`src/rtl/aq_rtu_vpu_wb_buf.sv`:
```
// ---------------------------------------------------------------------------
// aq_rtu_vpu_wb_buf
//
// FIFO between VPU GPR result generation and RTU writeback port0. VPU results
// are parked here while port0 is busy with Rbus writebacks. They are then
// presented to port0 in strict FIFO order. A starvation flag reports a head
// entry that has been denied for STARVE_LIMIT consecutive cycles, so that
// upstream can throttle Rbus issue.
//
// Optional feature macro: AQ_RTU_VPU_WB_BYPASS_EN
//   When the macro is defined, an empty buffer forwards a valid VPU input
//   straight to port0 in the same cycle. If port0 grants that cycle, nothing
//   is stored. When the macro is undefined, every result goes through storage.
//
// Ports:
//   forever_cpuclk        in   core clock
//   cpurst                in   asynchronous active-high reset
//   vpu_wb_vld            in   VPU presents a GPR writeback
//   vpu_wb_index[5:0]     in   destination register index
//   vpu_wb_data[63:0]     in   writeback data
//   wb_buf_vpu_rdy        out  buffer accepts a push this cycle
//   rtu_vpu_gpr_wb_grnt   in   port0 grant to VPU
//   vpu_rtu_gpr_wb_req    out  head entry requests port0
//   vpu_rtu_gpr_wb_index  out  head index
//   vpu_rtu_gpr_wb_data   out  head data
//   wb_buf_cnt[PTR_W:0]   out  current occupancy
//   wb_buf_empty          out  no stored entries
//   wb_buf_starve         out  head starved for STARVE_LIMIT cycles
// ---------------------------------------------------------------------------
module aq_rtu_vpu_wb_buf #(
  parameter int DEPTH        = 4,
  parameter int PTR_W        = 2,
  parameter int STARVE_LIMIT = 8
) (
  input  logic             forever_cpuclk,
  input  logic             cpurst,
  input  logic             vpu_wb_vld,
  input  logic [5:0]       vpu_wb_index,
  input  logic [63:0]      vpu_wb_data,
  output logic             wb_buf_vpu_rdy,
  input  logic             rtu_vpu_gpr_wb_grnt,
  output logic             vpu_rtu_gpr_wb_req,
  output logic [5:0]       vpu_rtu_gpr_wb_index,
  output logic [63:0]      vpu_rtu_gpr_wb_data,
  output logic [PTR_W:0]   wb_buf_cnt,
  output logic             wb_buf_empty,
  output logic             wb_buf_starve
);

  localparam int IDX_W  = 6;
  localparam int DATA_W = 64;
  localparam int SC_W   = 8;

  localparam logic [PTR_W:0]   CNT_FULL = (PTR_W+1)'(DEPTH);
  localparam logic [PTR_W:0]   CNT_ONE  = (PTR_W+1)'(1);
  localparam logic [PTR_W-1:0] PTR_ONE  = PTR_W'(1);
  localparam logic [SC_W-1:0]  SC_LIMIT = SC_W'(STARVE_LIMIT);
  localparam logic [SC_W-1:0]  SC_ONE   = SC_W'(1);

  // Entry storage (not reset; contents are meaningless while req is low)
  logic [IDX_W-1:0]  r_idx_mem  [DEPTH];
  logic [DATA_W-1:0] r_data_mem [DEPTH];

  // Control state
  logic [PTR_W-1:0]  r_wr_ptr;
  logic [PTR_W-1:0]  r_rd_ptr;
  logic [PTR_W:0]    r_cnt;
  logic              r_empty;
  logic [SC_W-1:0]   r_sc;
  logic              r_starve;

  logic              w_push;
  logic              w_pop;
  logic [PTR_W:0]    w_cnt_nxt;
  logic [SC_W-1:0]   w_sc_nxt;

  // rdy depends only on the registered count. A pop in the same cycle does
  // not open a slot for a push, so grant has no path to rdy.
  assign wb_buf_vpu_rdy = (r_cnt != CNT_FULL);

  // Only stored entries can be popped
  assign w_pop = ~r_empty & rtu_vpu_gpr_wb_grnt;

`ifdef AQ_RTU_VPU_WB_BYPASS_EN
  logic w_byp;
  // Gated with cpurst so that req still falls immediately during reset
  assign w_byp                = r_empty & vpu_wb_vld & ~cpurst;
  // A bypassed transfer that is granted never touches storage
  assign w_push               = vpu_wb_vld & wb_buf_vpu_rdy & ~(w_byp & rtu_vpu_gpr_wb_grnt);
  assign vpu_rtu_gpr_wb_req   = ~r_empty | w_byp;
  assign vpu_rtu_gpr_wb_index = w_byp ? vpu_wb_index : r_idx_mem[r_rd_ptr];
  assign vpu_rtu_gpr_wb_data  = w_byp ? vpu_wb_data  : r_data_mem[r_rd_ptr];
`else
  assign w_push               = vpu_wb_vld & wb_buf_vpu_rdy;
  assign vpu_rtu_gpr_wb_req   = ~r_empty;
  assign vpu_rtu_gpr_wb_index = r_idx_mem[r_rd_ptr];
  assign vpu_rtu_gpr_wb_data  = r_data_mem[r_rd_ptr];
`endif

  assign wb_buf_cnt    = r_cnt;
  assign wb_buf_empty  = r_empty;
  assign wb_buf_starve = r_starve;

  always_comb begin
    w_cnt_nxt = r_cnt;
    case ({w_push, w_pop})
      2'b10:   w_cnt_nxt = r_cnt + CNT_ONE;
      2'b01:   w_cnt_nxt = r_cnt - CNT_ONE;
      default: w_cnt_nxt = r_cnt;
    endcase
  end

  // The starve count tracks consecutive denied cycles of a stored head. It
  // restarts on every pop and whenever nothing is stored.
  always_comb begin
    w_sc_nxt = r_sc;
    if (w_pop || r_empty) begin
      w_sc_nxt = '0;
    end else if (!rtu_vpu_gpr_wb_grnt && (r_sc != SC_LIMIT)) begin
      w_sc_nxt = r_sc + SC_ONE;
    end
  end

  always_ff @(posedge forever_cpuclk) begin
    if (w_push) begin
      r_idx_mem[r_wr_ptr]  <= vpu_wb_index;
      r_data_mem[r_wr_ptr] <= vpu_wb_data;
    end
  end

  always_ff @(posedge forever_cpuclk or posedge cpurst) begin
    if (cpurst) begin
      r_wr_ptr <= '0;
      r_rd_ptr <= '0;
      r_cnt    <= '0;
      r_empty  <= 1'b1;
      r_sc     <= '0;
      r_starve <= 1'b0;
    end else begin
      if (w_push) r_wr_ptr <= r_wr_ptr + PTR_ONE;
      if (w_pop)  r_rd_ptr <= r_rd_ptr + PTR_ONE;
      r_cnt    <= w_cnt_nxt;
      r_empty  <= (w_cnt_nxt == '0);
      r_sc     <= w_sc_nxt;
      // The flag is registered from the next count value. It rises in the
      // cycle the count reaches the limit and falls in the cycle after a pop.
      r_starve <= (w_sc_nxt == SC_LIMIT);
    end
  end

endmodule

```
`config.mk`:
```
export PLATFORM = sky130hd
export DESIGN_NAME = aq_rtu_vpu_wb_buf
export DESIGN_NICKNAME = d
export VERILOG_FILES = /design/src/rtl/aq_rtu_vpu_wb_buf.sv
export SDC_FILE = /design/constraint.sdc
export NUM_CORES = 1
export LEC_CHECK = 0
export CORE_MARGIN = 10
export CORE_UTILIZATION = 54
export DETAILED_ROUTE_END_ITERATION = 16
export PLACE_DENSITY = 0.9
export SYNTH_ARGS = -nofsm -noshare
export SYNTH_HDL_FRONTEND = slang
export SYNTH_SLANG_ARGS = --single-unit
```
`constraint.sdc`:
```
create_clock -name forever_cpuclk -period 3.6 [get_ports forever_cpuclk]
set_clock_uncertainty 0.1 [all_clocks]
set_input_delay 0.54 -clock forever_cpuclk [delete_from_list [all_inputs] [get_ports forever_cpuclk]]
set_output_delay 0.54 -clock forever_cpuclk [all_outputs]
set_load 0.005 [all_outputs]
```
==> results.cfg <==
[sta]
setup_slack_ns = 0.237
grt_setup_unrepaired = no
final.min_clock_period_ns = 3.36
tns_ns = 0
worst-slew-pin-transition_ns = 0.677
fin_crit_sh_pct = 93.4
slew_headroom_pct = 54.8
fmax_ghz = 0.297
setup_violations = 0
hold_viol = 0
slew_viol_final = 0

[clock_network]
cts_hold_buf = 0
root_buffer = clkbuf_16
cts.path.max_buffers = 3
cts.clk_slew.worst_paths_ns = 0.06
cts_resized = 0
cts_tree = done
htree_levels = 1
post_cts_buffers = 0
cts.sink_count = 297
cts-buffers-inserted = 28
clock_latency_ns = 0.52

[worst_setup_path]
crit_path_start = r_rd_ptr[0]
reg2reg_to = wb_buf_empty
cp_max_fo = 24
path_class = reg2out
reg2reg_depth = 11
startpoint_type = register
critPathRequiredTime_ns = 2.96
arrival_ns = 2.72
endpoint_kind = output pin
endpoint = vpu_rtu_gpr_wb_data[53]
regToRegStartpoint = wb_buf_cnt[1]
reg2reg_slack_ns = 1.13

[drt]
drc = 0
drt-total-wl_mm = 22.0
ant_nets = 0
viasPerCell = 5.63
vias = 5160
dr.pass1.iters = 4
drtIter0Drc = 339
routedWlPerCell_um = 24.0

[yosys]
synth_xor_area_share_pct = 1.04
syn_avg_cell_area_um2 = 24.2
synth_seq_cells = 297
async_reset_ff_share_pct = 5.72
synth_top_family_by_area = multiplexers
yosysSeqAreaShare_pct = 80.6
synthAdderAreaFrac_pct = 0.982
synth.cell_area_um2 = 11000
yosys.area_share.simple_pct = 1.66
syn_inst = 452
yosys_warnings = 0
ys_dominant_reg_cell = edfxtp_1
ys_types = 28
synth_edf_count = 280
muxShareOfSynthArea_pct = 14.6
syn_nets = 534
synth_compound_area_share_pct = 0.103

[place]
dp_cells = 865
numPortBuffers = 150
placed_area_um2 = 12900
dp_slack_ns = 0.729
place_congestion = 0.768
dp_hpwl_mm = 13.8

[global_routing]
grtUsageTotal_pct = 16.4
grt_first_pass_wirelength_mm = 33.8
grt_max_degree = 42
grt_overflow_total = 0
grt_antenna_before_repair = 2
first_global_vias = 5709

[die]
die-area_um2 = 26400
rows = 52
die_w_um = 162
io_pins = 151
die_y_um = 162
core_um2 = 20100
initial_core_util_pct = 54.5

[power]
p_leak_uw = 0.00453
power_density_nw_per_um2 = 808
peakVddDrop_uv = 688

[finish]
num_antenna_cells = 0
final_nets = 707
area.growth.synth_to_final_pct = 26.0
final_cell_area_um2 = 13800
final_cells = 916
fillers = 1194
drive_gt1_share_pct = 19.7

[run_status]
outcome = finished clean

[worst_hold_path]
min_path_type = in2async

[job]
cap_violations = 0
cells in the mapped netlist (2+ instances only):
cell type,number,share of area (%)
and3_1,4,0.23
buf_2,8,0.37
clkbuf_1,8,0.27
dfrtp_1,16,3.7
edfxtp_1,280,77
ha_1,7,0.80
inv_1,10,0.34
mux2i_1,2,0.18
mux4_2,70,14
nand2_1,5,0.17
nand3_1,3,0.14
nand4b_1,2,0.16
nor2_1,10,0.34
nor3_1,2,0.091
xnor2_1,8,0.64
xor2_1,5,0.40
worst max-delay path, cell delays in order, from the launching register on:
cell and delay (ns):
dfrtp_4 0.75, buf_4 0.39, mux4_2 0.55, clkdlybuf4s50_1 0.49
placed cells by master, fill, tap and decap left out, types with 2 or more instances in the layout:
master | netlist | final
clkbuf_1 | 8 | 8
buf_4 | 1 | 5
xor2_1 | 5 | 5
nor2_1 | 10 | 10
nand2_1 | 5 | 5
bufinv_16 | 0 | 4
clkinv_2 | 0 | 3
and3_4 | 0 | 4
dfrtp_1 | 16 | 14
clkdlybuf4s50_1 | 0 | 150
clkinv_1 | 0 | 5
inv_1 | 10 | 10
nand3_1 | 3 | 3
mux2i_1 | 2 | 2
nor3_1 | 2 | 2
nand4b_1 | 2 | 2
mux4_2 | 70 | 70
edfxtp_1 | 280 | 280
ha_1 | 7 | 7
clkinvlp_4 | 0 | 2
buf_12 | 0 | 5
xnor2_1 | 8 | 8
clkbuf_16 | 0 | 29
dfrtp_4 | 0 | 2
power breakdown:
part / switching, µW / internal, µW / leakage (µW)
combinational: 1370 / 1980 / 0.00131
clock: 1180 / 1760 / 0.000443
sequential: 342 / 4540 / 0.00278
total: 2900 / 8270 / 0.00453
how the worst min path moves through the flow:
stage | to | slack [ns] | depth (start not counted)
final | r_rd_ptr[0] | 0.32 | 2
after global routing | r_rd_ptr[0] | 0.34 | 2
after CTS | r_rd_ptr[0] | 0.31 | 2
after detailed placement | wb_buf_cnt[2] | 0.43 | 1
after global placement | wb_buf_cnt[2] | 0.40 | 1
after floorplan | r_rd_ptr[0] | 0.37 | 1
metrics by stage:
stage | total power, µW | hold WS (ns) | utilization [%]
after global routing | 11700 | 0.339 | 68.7
after CTS | 11300 | 0.314 | 68.7
final | 11200 | 0.316 | 68.7
after floorplan | 6510 | 0.365 | -
after detailed placement | 8360 | 0.427 | 64.1
after global placement | 8220 | 0.399 | 64.1
per-layer routing:
metal,vias to the layer above,GRT usage (%),wire length (µm)
met3,28,5.46,1810
met5,-,0,13
li1,2241,-,-
met1,2707,20.2,8510
met4,2,3.39,293
met2,182,27.9,11300
cell type report:
cell class	instances	area [µm²]	area share, %
Multi-Input combinational cell	128	2030	14.7
Clock buffer	37	756	5.47
Inverter	10	37.5	0.272
Timing Repair Buffer	160	1640	11.9
Tap cell	270	338	2.45
Clock inverter	14	169	1.22
Sequential cell	297	8840	64.0
logic make-up after synthesis:
family | Yosys count
xor gates and xnor gates | 13
AOI/OAI and AO/OA | 2
adders and majority gates | 8
muxes | 72
and+or+nand+nor | 33
DFF | 297
buffers and inverters | 27
sequential cells by signal, indices dropped and copies added (netlist names):
name / cells
r_data_mem: 256
r_idx_mem: 24
r_rd_ptr: 2
r_sc: 8
r_wr_ptr: 2
wb_buf_cnt: 3
wb_buf_empty: 1
wb_buf_starve: 1
Note: power is estimated with default switching activity, not from simulation.
